## config.mk

```make
export PLATFORM = sky130hd
export DESIGN_NAME = bin2bcd_seq
export DESIGN_NICKNAME = d
export VERILOG_FILES = /design/src/rtl/bcd_pkg.sv /design/src/rtl/bcd_digit_adj.sv /design/src/rtl/bin2bcd_seq.sv
export SDC_FILE = /design/constraint.sdc
export NUM_CORES = 1
export LEC_CHECK = 0
export CORE_ASPECT_RATIO = 1.25
export CORE_MARGIN = 2
export CORE_UTILIZATION = 50
export CTS_CLUSTER_DIAMETER = 150
export DETAILED_ROUTE_END_ITERATION = 10
export GPL_TIMING_DRIVEN = 0
export PLACE_DENSITY = 0.77
export REMOVE_ABC_BUFFERS = 1
export SLEW_MARGIN = 20
export SYNTH_ARGS = -nofsm -noshare
export SYNTH_HDL_FRONTEND = slang
export SYNTH_SLANG_ARGS = --single-unit
```

## constraint.sdc

```tcl
create_clock -name sys_clk -period 1.9 [get_ports sys_clk]
set_clock_uncertainty 0.2 [all_clocks]
set_input_delay 0.19 -clock sys_clk [delete_from_list [all_inputs] [get_ports sys_clk]]
set_output_delay 0.19 -clock sys_clk [all_outputs]
set_load 0.1 [all_outputs]
```

## src/rtl/bcd_pkg.sv

```systemverilog
// Shared constants and FSM state type for the binary-to-BCD converters.
`timescale 1ns/1ps
package bcd_pkg;
    localparam int              DIGIT_W    = 4;
    localparam logic [3:0]      ADJ_THRESH = 4'd5;
    localparam logic [3:0]      ADJ_ADD    = 4'd3;
    localparam logic [3:0]      BCD_NINE   = 4'h9;

    typedef enum logic [1:0] {
        IDLE,
        SHIFT,
        DONE
    } state_t;
endpackage

```

## src/rtl/bcd_digit_adj.sv

```systemverilog
// Double-dabble digit correction: adds 3 to a BCD digit that is 5 or more,
// so the following left shift carries correctly into the next decade.
`timescale 1ns/1ps
module bcd_digit_adj
    import bcd_pkg::*;
(
    input  logic [DIGIT_W-1:0] din,
    output logic [DIGIT_W-1:0] dout
);
    assign dout = (din >= ADJ_THRESH) ? din + ADJ_ADD : din;
endmodule

```

## src/rtl/bin2bcd_seq.sv

```systemverilog
// Sequential shift-and-add-3 binary-to-BCD converter, one bit per clock,
// with start/busy/done handshake and exact overflow flag. Define BCD_BLANK_EN
// to add the registered leading-zero blanking output.
`timescale 1ns/1ps
module bin2bcd_seq
    import bcd_pkg::*;
#(
    parameter int DATA_W = 20,
    parameter int DIGITS = 6
)
(
    input  logic                      sys_clk,
    input  logic                      sys_rst_n,
    input  logic                      start,
    input  logic [DATA_W-1:0]         data,
    output logic                      busy,
    output logic                      done,
    output logic [DIGIT_W*DIGITS-1:0] bcd,
    output logic                      ovf
`ifdef BCD_BLANK_EN
    ,
    output logic [DIGITS-1:0]         blank
`endif
);
    localparam int CNT_W = $clog2(DATA_W + 1);
    localparam int ACC_W = DIGIT_W * DIGITS;

    state_t             state_reg, state_next;
    logic [DATA_W-1:0]  shift_reg, shift_next;
    logic [ACC_W-1:0]   acc_reg, acc_next;
    logic [CNT_W-1:0]   cnt_reg, cnt_next;
    logic               sticky_reg, sticky_next;
    logic [ACC_W-1:0]   bcd_reg, bcd_next;
    logic               ovf_reg, ovf_next;

    logic [ACC_W-1:0]   acc_adj;
    logic [ACC_W-1:0]   acc_shift;
    logic [ACC_W-1:0]   nine_word;
    logic               sticky_final;
    logic               last_shift;

`ifdef BCD_BLANK_EN
    logic [DIGITS-1:0]  blank_reg, blank_next, blank_calc;
`endif

    genvar gi;
    generate
        for (gi = 0; gi < DIGITS; gi++) begin : g_digit
            bcd_digit_adj u_adj (
                .din  (acc_reg[gi*DIGIT_W +: DIGIT_W]),
                .dout (acc_adj[gi*DIGIT_W +: DIGIT_W])
            );
            assign nine_word[gi*DIGIT_W +: DIGIT_W] = BCD_NINE;
`ifdef BCD_BLANK_EN
            // The units digit is always shown, even for zero.
            if (gi == 0) begin : g_units
                assign blank_calc[gi] = 1'b0;
            end else begin : g_upper
                assign blank_calc[gi] = ~|acc_shift[ACC_W-1:gi*DIGIT_W];
            end
`endif
        end
    endgenerate

    // Top bit of the adjusted accumulator is the carry lost off the last digit.
    assign acc_shift    = {acc_adj[ACC_W-2:0], shift_reg[DATA_W-1]};
    assign sticky_final = sticky_reg | acc_adj[ACC_W-1];
    assign last_shift   = (cnt_reg == CNT_W'(DATA_W - 1));

    always_comb begin
        state_next  = state_reg;
        shift_next  = shift_reg;
        acc_next    = acc_reg;
        cnt_next    = cnt_reg;
        sticky_next = sticky_reg;
        bcd_next    = bcd_reg;
        ovf_next    = ovf_reg;
`ifdef BCD_BLANK_EN
        blank_next  = blank_reg;
`endif
        case (state_reg)
            IDLE: begin
                if (start) begin
                    shift_next  = data;
                    acc_next    = '0;
                    cnt_next    = '0;
                    sticky_next = 1'b0;
                    state_next  = SHIFT;
                end
            end
            SHIFT: begin
                shift_next  = shift_reg << 1;
                acc_next    = acc_shift;
                sticky_next = sticky_final;
                cnt_next    = cnt_reg + CNT_W'(1);
                // Results are loaded on the final shift so they are valid while done is high.
                if (last_shift) begin
                    state_next = DONE;
                    bcd_next   = sticky_final ? nine_word : acc_shift;
                    ovf_next   = sticky_final;
`ifdef BCD_BLANK_EN
                    blank_next = sticky_final ? '0 : blank_calc;
`endif
                end
            end
            DONE: begin
                state_next = IDLE;
            end
            default: begin
                state_next = IDLE;
            end
        endcase
    end

    always_ff @(posedge sys_clk or negedge sys_rst_n) begin
        if (!sys_rst_n) begin
            state_reg  <= IDLE;
            shift_reg  <= '0;
            acc_reg    <= '0;
            cnt_reg    <= '0;
            sticky_reg <= 1'b0;
            bcd_reg    <= '0;
            ovf_reg    <= 1'b0;
`ifdef BCD_BLANK_EN
            blank_reg  <= '0;
`endif
        end else begin
            state_reg  <= state_next;
            shift_reg  <= shift_next;
            acc_reg    <= acc_next;
            cnt_reg    <= cnt_next;
            sticky_reg <= sticky_next;
            bcd_reg    <= bcd_next;
            ovf_reg    <= ovf_next;
`ifdef BCD_BLANK_EN
            blank_reg  <= blank_next;
`endif
        end
    end

    assign busy = (state_reg != IDLE);
    assign done = (state_reg == DONE);
    assign bcd  = bcd_reg;
    assign ovf  = ovf_reg;
`ifdef BCD_BLANK_EN
    assign blank = blank_reg;
`endif
endmodule

```

# Yosys cells after proc, flatten, opt, wreduce, memory -nomap -nowiden
# Cells that the tools add are included.
# Widths: inputs -> output; s select.
[word_totals]
wordCells = 50
output_inout_bits = 27
regBits = 77
in_bits = 23
[op_classes]
n_eq_ne = 5
n_reduce_logical = 6
mux = 18
add_sub_neg = 7
magnitude_cmp = 6
n_bitwise = 1
[ops]
columns = ["operator", "n"]
rows = [
  ["$mux 24", 2],
  ["$pmux 24 s2", 1],
  ["$pmux 20 s2", 1],
  ["$add 4x2->4 const B", 6],
  ["$ge 4x3->1 const B", 6],
  ["$mux 4", 6],
  ["$mux 20", 1],
  ["$pmux 5 s2", 1],
  ["$reduce_and 2->1", 3],
  ["$add 5x1->5 const B", 1],
  ["$eq 5x5->1 const B", 1],
  ["$mux 5", 1],
  ["$mux 2", 2],
  ["$ne 2x2->1 const B", 2],
  ["$pmux 2 s2", 1],
  ["$reduce_bool 2->1", 2],
  ["$eq 2x1->1 const B", 1],
  ["$eq 2x2->1 const B", 1],
  ["$logic_not 2->1", 1],
  ["$pmux 1 s2", 1],
  ["$mux 1", 1],
  ["$or 1x1->1", 1],
]

# Depth between registers and ports, before layout
# Gate-level depths: netlist of the first run.
[depth]
word_depth = 4
ltp_mapped = 8
depth_no_buf = 6

# Hierarchy
# Synthesis of the first run repeated with hierarchy kept, for this count alone.
[hier_totals]
cells_unflattened = 377
area_unflattened_um2 = 3857.4
[modules_own_cells]
columns = ["mod", "n_inst", "seq_area_each_um2", "area_each_um2", "cells_per_inst"]
rows = [
  ["bin2bcd_seq", 1, 1926.8, 3249.4, 281],
  ["bcd_digit_adj", 6, 0.0, 101.3, 16],
]

# Least setup slack after synthesis of the first run
# OpenSTA, ideal clock, no wires.
[synth_path]
kind = "register -> output"
startpoint = "register state_reg[1]"
endpoint = "output done"
required_ns = 1.510
path_slack_ns = -0.656
stages_incl_launch_ff = 4
n_path_buf = 2
arrival_time_ns = 2.166
path_cell_list = "dfrtp_1 -> clkbuf_1 -> clkbuf_1 -> nor2b_1"
[synth_via]
elab_chain_cells = 1
[synth_lines]
columns = ["element", "line", "text"]
rows = [
  ["from (decl)", "bin2bcd_seq.sv:28", "state_t state_reg, state_next;"],
  ["from (signal assigned)", "bin2bcd_seq.sv:128", "state_reg <= state_next;"],
  ["$eq 2x2->1", "bin2bcd_seq.sv:142", "assign done = (state_reg == DONE);"],
  ["to (decl)", "bin2bcd_seq.sv:17", "output logic done,"],
]
# Every way passes these cells.

# Worst setup path in the final report of the first run
[layout_path]
startpoint = "register acc_reg[4]"
endpoint = "register bcd_reg[6] (netlist: bcd[6])"
[layout_via]
elab_chain_cells = 3
word_cells_on_any_way = 4
classes_between = "1 x add/sub; 1 x order compare; 2 x mux"
[layout_lines]
columns = ["element", "line", "text"]
rows = [
  ["from (decl)", "bin2bcd_seq.sv:30", "logic [ACC_W-1:0] acc_reg, acc_next;"],
  ["from (signal assigned)", "bin2bcd_seq.sv:130", "acc_reg <= acc_next;"],
  ["$add 4x2->4 or $ge 4x3->1 (tied branches)", "bcd_digit_adj.sv:10", "assign dout = (din >= ADJ_THRESH) ? din + ADJ_ADD : din;"],
  ["$mux 4 *", "bcd_digit_adj.sv:10", ""],
  ["$mux 24 *", "bin2bcd_seq.sv:99", "bcd_next = sticky_final ? nine_word : acc_shift;"],
  ["to (signal assigned)", "bin2bcd_seq.sv:133", "bcd_reg <= bcd_next;"],
  ["to (decl)", "bin2bcd_seq.sv:33", "logic [ACC_W-1:0] bcd_reg, bcd_next;"],
]
# Every way passes the cells marked *; elsewhere a longest branch is shown, timed or not.
# A chain may end at the register's enable or synchronous reset.

==> flow_summary_export.csv, run 1 <==
group,metric,value,unit
run_status,status,"complete, no violations",
placed_design,placed_area,0.00431,mm^2
floorplan,fp.dieW,81.6,um
synth,synth_top_cells_by_count,"dfrtp_1 (77), o21ai_0 (52), nand2_1 (40)",
synth,synth-seq-area-share,0.512,
job,drv_cap,0,
cts,cts_max_path_buffers,2,
synth,ys_ff_latch,77,
placed_design,numPortBuffers,49,
synth,muxShareOfSynthArea,0.0180,
synth,synth_cell_types,33,
cts,cts_buffers,9,
detailed_routing,finalWirelength,9130,um
synth,netlist.area_leader.share,0.512,
synth,synth_top_family_by_area,"compound AO/OA/AOI/OAI gates",
critical_path,cp.arrival,1.92,ns
detailed_routing,first_pass_iters,4,
synth,synth_ff_type,"dfrtp_1",
synth,synth_adder_area_share,0.0432,
floorplan,core-area,0.00731,mm^2
global_routing,antenna_found_initial,0,
sta,rsz0062_at_grt,"yes",
synth,synthCells,385,
synth,async_flop_share,1.00,
detailed_routing,drc,0,
floorplan,die_area,0.00824,mm^2
synth,synth_compound_area_frac,0.220,
finish,drive_gt1_frac,0.281,
finish,area_delta_synth_final,33.7,%
cts,cts.clk_slew.worst_paths,0.08,ns
placed_design,place.gp.congestion,0.848,
cts,cts-root-buf,"clkbuf_8",
synth,synth.avg_cell_area,9.77,um^2
global_routing,grt_pass1_vias,3044,
global_routing,grt_max_degree,48,
floorplan,die_h,101,um
sta,fmax,540,MHz
sta,fin_crit_sh,0.975,
synth,synth-edff-count,0,
detailed_routing,ant_nets,0,
min_path,hold_path.class,"in2async",
floorplan,rows,35,
synth,yosys_warnings,0,
synth,yosys.area.top_type,"dfrtp_1",
sta,relSlewSlack,0.450,
detailed_routing,drtIter0Drc,293,
sta,finalWorstPathRequiredPeriod,1.85,ns
sta,slew_violations,0,
synth,yosysMostFrequentCell,"dfrtp_1",
cts,cts_tree,"done",
critical_path,end_kind,"flop",
global_routing,grt_use_total,0.230,
finish,antenna_cells,0,
global_routing,grt_pass1_wl,14400,um
critical_path,cp-start-kind,"flop",
sta,setup_viol,0,
synth,syn_area,0.00376,mm^2
detailed_routing,dr_total_vias,3190,
cts,clk_latency,0.36,ns
placed_design,dp_hpwl,5100,um
synth,synth-simple-area-share,0.149,
cts,htree_num_levels,3,
floorplan,io_pins,50,
critical_path,crit_type,"reg2reg",
cts,cts_sinks,77,
synth,synthXorXnorAreaFrac,0.0140,
finish,finalNetCount,487,
sta,tightest_slew,0.825,ns
synth,synth_area_leaders,"dfrtp_1 (51%), o21ai_0 (6.9%), a21oi_1 (5.2%)",
critical_path,crit_required,1.96,ns
detailed_routing,wl_per_cell,16.7,um
critical_path,cp_max_fo,4,
detailed_routing,vias_per_cell,5.83,
floorplan,initial_core_util,0.514,
global_routing,overflow,0,
sta,final-hold-violation-count,0,
finish,fin_area,0.00503,mm^2
-- what timing repair did --
item                                    4_1_cts  5_1_grt
pin swaps                                     3        6
hold endpoints to repair                     77        0
setup buffers                                10       14
hold buffers                                  1        0
endpoints found under the setup margin      104       32
resized for setup                           111       38
cloned                                        3        0
-- stage by stage --
step | setup TNS (ns) | util | setup slack, ns | hold WS, ns | cells
after floorplan | -34.80 | - | -1.02 | -0.306 | 361
after global placement | -290.76 | 0.581 | -2.25 | 0.262 | 502
after detailed placement | -54.15 | 0.589 | -1.18 | -0.0370 | 504
after CTS | 0 | 0.654 | 0.00762 | 0.112 | 533
after global routing | -0.177 | 0.688 | -0.0251 | 0.156 | 547
final | 0 | 0.688 | 0.0467 | 0.116 | 547
-- worst paths after layout --
| check | slack, ns | end | cells after the start | from |
|---|---|---|---|---|
| max | 0.05 | bcd[6] | 5 | acc_reg[4] |
| min | 0.12 | bcd[14] | 2 | sys_rst_n |
| max reg2reg | 0.05 | bcd[6] | 5 | acc_reg[4] |
| min reg2reg | 0.29 | bcd[9] | 2 | bcd[9] |
| max in group asynchronous | 0.80 | state_reg[1] | 3 | sys_rst_n |
| min in group sys_clk | 0.25 | shift_reg[9] | 3 | data[9] |
-- critical path: stages (launching register included) --
cell      delay (ns)
dfrtp_1         0.42
ha_1            0.21
nand2b_1        0.17
a21oi_2         0.20
mux2_4          0.34
o31ai_2         0.23
-- layout by cell type, fill, tap and decap left out, types with 6 or more instances in the layout --
cell and instances:
nand2_1 39, nor2b_1 20, dfrtp_1 74, nor3b_1 11, o21ai_0 52, clkdlybuf4s15_2 25
nor2_1 15, xnor2_1 6, buf_4 25, clkbuf_8 10, o31ai_1 6, inv_2 11
a21oi_1 33, clkdlybuf4s50_1 20, a31oi_1 9, a22oi_1 19, ha_2 6
-- cell families after synthesis --
kind of cell,count (synthesis)
AOI/OAI and AO/OA,141
and+or+nand+nor,105
DFF,77
buffers and inverters,37
adders and majority gates,13
xor gates and xnor gates,6
muxes,6
-- cell type report --
cell class / instances / area, um^2
Fill cell: 563 / 2280
Clock inverter: 4 / 120
Timing Repair Buffer: 76 / 758
Clock buffer: 11 / 141
Inverter: 13 / 56.3
Multi-Input combinational cell: 273 / 1890
Tap cell: 92 / 115
Sequential cell: 77 / 1940
Timing Repair inverter: 1 / 8.76
-- routing by layer --
| metal | track usage | up-vias | share of wire | wire length, um |
|---|---|---|---|---|
| li1 | - | 1497 | - | - |
| met1 | 0.307 | 1586 | 0.43 | 3950 |
| met2 | 0.368 | 91 | 0.50 | 4580 |
| met3 | 0.0556 | 16 | 0.046 | 419 |
| met4 | 0.0769 | 0 | 0.019 | 172 |
| met5 | 0 | - | 0 | 0 |
Power of run 1 is not shown: default switching activity piles up to over one toggle a cycle in this logic, so the estimate is an artifact.
==> run 2: changes to the inputs <==
- CORE_UTILIZATION: 50 -> 55
- PLACE_DENSITY: 0.77 -> 0.81
- clock period: 1.9 -> 1.73 ns (I/O delays scaled with it)
==> flow_summary_export.csv, run 2 (synthesized netlist as in run 1, its figures left out) <==
group,metric,value,unit
critical_path,cp.arrival,2.10,ns
sta,setup_slack,-0.311,ns
floorplan,core-area,0.00661,mm^2
sta,final-hold-violation-count,0,
sta,relSlewSlack,0.622,
detailed_routing,dr_total_vias,3653,
placed_design,placed_area,0.00430,mm^2
finish,fillers,344,
sta,rsz0062_at_grt,"yes",
global_routing,grt_max_degree,54,
sta,fmax,490,MHz
sta,tightest_slew,0.570,ns
cts,cts_buffers,9,
critical_path,crit_required,1.79,ns
placed_design,numPortBuffers,49,
cts,cts.clk_slew.worst_paths,0.09,ns
critical_path,cp_max_fo,7,
cts,cts_tree,"done",
run_status,violations,"negative setup slack",
floorplan,die_h,96.5,um
global_routing,grt_use_total,0.300,
critical_path,crit_type,"reg2reg",
detailed_routing,drtIter0Drc,342,
finish,antenna_cells,0,
detailed_routing,finalWirelength,12500,um
global_routing,antenna_found_initial,0,
critical_path,end_kind,"flop",
sta,setup_viol,36,
placed_design,dp_hpwl,5230,um
finish,fin_area,0.00551,mm^2
critical_path,cp-start-kind,"flop",
floorplan,initial_core_util,0.569,
cts,htree_num_levels,3,
placed_design,post-place-ws,-1.14,ns
floorplan,io_pins,50,
cts,cts_max_path_buffers,2,
finish,final_core_util,0.835,
placed_design,place.gp.congestion,0.851,
min_path,hold_path.class,"in2async",
cts,cts-root-buf,"clkbuf_8",
detailed_routing,top_layer,"met4",
critical_path,reg2reg_slack,-0.31,ns
detailed_routing,dr_wl_met2,6400,um
detailed_routing,vias_per_cell,6.48,
run_status,status,"complete, but fails checks",
detailed_routing,ant_nets,0,
sta,slew_violations,0,
detailed_routing,route.met3.wl,862,um
detailed_routing,first_pass_iters,5,
finish,area_delta_synth_final,46.6,%
finish,finalNetCount,508,
finish,drive_gt1_frac,0.373,
floorplan,die_area,0.00752,mm^2
cts,clk_latency,0.37,ns
global_routing,grt_pass1_vias,3501,
floorplan,rows,33,
finish,layout_commonest_cell,"dfrtp_1",
detailed_routing,wl_met1,4640,um
global_routing,overflow,0,
detailed_routing,drc,0,
sta,fin_crit_sh,1.18,
sta,tns,-4.28,ns
detailed_routing,wl_per_cell,22.2,um
finish,layout_common_cells,"dfrtp_1 (73), o21ai_0 (43), nand2_1 (39), buf_4 (39), a21oi_1 (29)",
job,drv_cap,0,
cts,cts_sinks,77,
floorplan,fp.dieW,78.0,um
global_routing,grt_pass1_wl,17400,um
sta,finalWorstPathRequiredPeriod,2.04,ns
## run 2: cell types whose count changed in the layout (fill, tap and decap cells not counted), sizes merged, moves of 2 or more
cell	change
buf	+19
bufinv	-3
clkbuf	-2
clkinv	+5
## run 2: what timing repair did
action,4_1_cts,5_1_grt
cloned,5,1
gates resized for setup,168,47
pin swaps,29,23
buffers inserted,29,15
hold endpoints to repair,77,0
endpoints found under the setup margin,104,69
hold buffers,1,0
## run 2: through the flow
step / cells / hold WS, ns
after global routing: 564 / 0.0774
after global placement: 497 / 0.261
after CTS: 550 / 0.0732
after floorplan: 361 / -0.323
final: 564 / 0.0495
after detailed placement: 499 / -0.0924
## run 2: layout make-up
cell class / count / area (um^2) / area share
timing repair buffer: 94 / 943 / 0.171
inverter: 13 / 56.3 / 0.0102
clock inverter: 7 / 66.3 / 0.0120
clock buffer: 9 / 124 / 0.0225
tap: 87 / 109 / 0.0197
multi-input combinational: 276 / 2270 / 0.412
sequential: 77 / 1940 / 0.351
timing repair inverter: 1 / 8.76 / 0.00159
## run 2: worst max-delay path, cell delays in order, from the launching register on
cell and delay [ns]:
dfrtp_1 0.41, inv_2 0.12, ha_4 0.13, nand2b_4 0.12
or3b_4 0.44, and2_4 0.21, a31oi_1 0.29
## run 2: per-layer routing
metal | GRT usage | up-vias
met5 | 0 | -
met4 | 0.139 | 0
met3 | 0.0474 | 60
met2 | 0.528 | 235
met1 | 0.365 | 1809
li1 | - | 1549
## run 2: final timing paths
kind,startpoint,end,cells after the start
worst max-delay path,acc_reg[21],bcd[20],6
worst min-delay path,sys_rst_n,acc_reg[16],2
worst max register to register,acc_reg[21],bcd[20],6
worst min register to register,bcd[9],bcd[9],2
max in group asynchronous,sys_rst_n,state_reg[1],3
min in group sys_clk,data[14],shift_reg[14],3
Power of run 2 is left out for the same reason.
==> run 3: changes to the inputs <==
- ABC_AREA: default -> 1
- PLACE_DENSITY: 0.81 -> 0.8
==> flow_summary_export.csv, run 3 <==
group,metric,value,unit
synth,synth_area_leaders,"dfrtp_1 (49%), nand2_1 (16%), inv_1 (6.1%)",
sta,fin_crit_sh,1.00,
critical_path,cp_slowest_stage_delay,0.46,ns
global_routing,grt_max_degree,59,
synth,ys_ff_latch,77,
job,drv_cap,0,
sta,tightest_slew,0.554,ns
sta,whs,0.0327,ns
cts,htree_num_levels,3,
floorplan,die_area,0.00778,mm^2
global_routing,grt_pass1_wl,16000,um
global_routing,antenna_found_initial,0,
synth,synth-edff-count,0,
synth,netlist.area_leader.share,0.495,
placed_design,numPortBuffers,49,
detailed_routing,vias_per_cell,5.63,
pwr,power.density,2160,mW/mm^2
global_routing,grt_use_total,0.268,
synth,synth-seq-area-share,0.495,
critical_path,reg2reg_slack,-0.009,ns
critical_path,cp-start-kind,"flop",
cts,clk_latency,0.37,ns
critical_path,cpMaxStageDelayCell,"dfrtp_1",
pwr,vdd_drop_max,1.28,mV
cts,cts.clk_slew.worst_paths,0.08,ns
critical_path,crit_type,"reg2reg",
placed_design,dp_hpwl,5550,um
critical_path,cp_num_buf_inv,2,
critical_path,cp.arrival,1.83,ns
floorplan,core-area,0.00689,mm^2
detailed_routing,wl_per_cell,16.1,um
sta,fmax,575,MHz
sta,rsz0062_at_grt,"yes",
synth,yosys.area.top_type,"dfrtp_1",
min_path,hold_path.class,"in2async",
finish,layout_common_cells,"nand2_1 (150), dfrtp_1 (76), inv_1 (55)",
synth,yosys_warnings,0,
detailed_routing,ant_nets,0,
synth,syn_area,0.00389,mm^2
synth,synth_ff_type,"dfrtp_1",
sta,relSlewSlack,0.632,
synth,synth.avg_cell_area,8.03,um^2
synth,async_flop_share,1.00,
sta,final-hold-violation-count,0,
detailed_routing,first_pass_iters,5,
placed_design,post-place-ws,-0.752,ns
synth,yosysMostFrequentCell,"nand2_1",
global_routing,grt_pass1_vias,3423,
detailed_routing,dr_total_vias,3722,
floorplan,io_pins,50,
cts,cts_tree,"done",
sta,slew_violations,0,
cts,cts-root-buf,"clkbuf_8",
floorplan,initial_core_util,0.565,
cts,cts_buffers,9,
sta,setup_slack,-0.00861,ns
synth,synth_top_cells_by_count,"nand2_1 (166), dfrtp_1 (77), inv_1 (63)",
sta,finalWorstPathRequiredPeriod,1.74,ns
pwr,leakagePower,2.62,nW
finish,regArea,0.00193,mm^2
cts,cts_max_path_buffers,2,
detailed_routing,drc,0,
run_status,status,"complete, but fails checks",
critical_path,end_kind,"flop",
finish,layout_commonest_cell,"nand2_1",
synth,synth_cell_types,29,
critical_path,cp_max_fo,18,
detailed_routing,finalWirelength,10600,um
detailed_routing,drtIter0Drc,340,
critical_path,cp_cell_sequence,"inv_4 -> nand2_8 -> nor2_8 -> buf_12 -> or2_4 -> nand2_1 -> nor2_1",
placed_design,place.gp.congestion,0.866,
critical_path,crit_required,1.82,ns
floorplan,fp.dieW,79.3,um
floorplan,rows,34,
sta,setup_viol,1,
run_status,violations,"negative setup slack",
finish,antenna_cells,0,
finish,fillers,471,
finish,area_delta_synth_final,35.6,%
floorplan,die_h,98.1,um
finish,drive_gt1_frac,0.229,
global_routing,overflow,0,
cts,cts_sinks,77,
finish,multi_input_area,0.00191,mm^2
critical_path,critPathTopFamily,"simple AND/OR/NAND/NOR gates",
finish,finalNetCount,602,
synth,synthCells,485,
-- run 3: changes by cell type in the layout (fill, tap and decap cells not counted), sizes merged, moves of 9 or more --
cell | previous run | this run
nand2 | 41 | 171
inv | 14 | 63
nand3 | 2 | 46
a21oi | 39 | 8
o21ai | 54 | 30
nor2b | 22 | 0
a22oi | 19 | 0
buf | 47 | 33
a31oi | 12 | 0
nor3b | 12 | 0
o31ai | 12 | 0
o211ai | 0 | 11
nand4 | 2 | 12
nand2b | 9 | 0
-- run 3: power breakdown --
group          switching (mW)  total (mW)  internal [mW]
logic                    4.61        6.67           2.06
registers               0.590        3.18           2.59
clock network           0.695        1.58          0.888
total                    5.89        11.4           5.54
-- run 3: stage by stage --
stage / power [mW] / area, um^2 / utilization / TNS (ns) / std cells
finish: 11.4 / 5280 / 0.767 / -0.00861 / 661
global route: 12.2 / 5280 / 0.767 / -0.535 / 661
CTS: 10.7 / 4930 / 0.716 / -0.0172 / 638
detailed placement: 8.91 / 4460 / 0.647 / -36.30 / 610
global placement: 8.62 / 4410 / 0.640 / -226.64 / 608
floorplan: 7.49 / 3810 / - / -2.59 / 469
-- run 3: worst paths after layout --
path                               from  cells after the start       endpoint
hold reg to reg                     ovf                      2            ovf
setup reg to reg           state_reg[1]                      7        bcd[13]
setup / recovery           state_reg[1]                      7        bcd[13]
max in group asynchronous     sys_rst_n                      3   state_reg[0]
min in group sys_clk           data[12]                      3  shift_reg[12]
hold / removal                sys_rst_n                      2    acc_reg[20]
-- run 3: cell families (layout without fill, tap and decap cells) --
kind of cell,after synthesis,count (layout),share of synthesized area
flip-flops,77,77,0.495
AO/OA/AOI/OAI,64,64,0.102
adder cells (fa/ha/maj),13,13,0.0418
buffers and inverters,80,162,0.0838
AND/OR/NAND/NOR,249,253,0.274
XOR/XNOR,2,2,0.00450
-- run 3: area by class of cell --
class | instances | area share
well taps | 90 | 0.0213
clock inverters | 4 | 0.0133
repair buffers | 82 | 0.162
clock buffers | 12 | 0.0294
flip-flops and latches | 77 | 0.365
inverters | 64 | 0.0481
multi-input cells | 332 | 0.361
-- run 3: timing repair --
| action | in CTS | in global routing |
|---|---|---|
| resized for setup | 109 | 47 |
| cloned | 4 | 2 |
| hold buffers | 1 | 0 |
| endpoints found under the hold margin | 77 | 0 |
| pin swaps | 6 | 18 |
| setup endpoints to repair | 102 | 44 |
| setup buffers | 7 | 21 |
-- run 3: worst register-to-register path, cell delays in order, from the launching register on --
cell     delay, ns
dfrtp_1       0.46
inv_4         0.13
nand2_8       0.14
nor2_8        0.23
buf_12        0.19
or2_4         0.13
nand2_1       0.05
nor2_1        0.12
-- run 3: layer usage --
| layer | GRT usage | share of wire | up-vias |
|---|---|---|---|
| met2 | 0.458 | 0.52 | 136 |
| met4 | 0.146 | 0.042 | 0 |
| met1 | 0.315 | 0.38 | 1807 |
| met3 | 0.0508 | 0.055 | 39 |
| met5 | 0 | 0 | - |
| li1 | - | - | 1740 |
No activity file was read; power rests on OpenSTA's default activity.
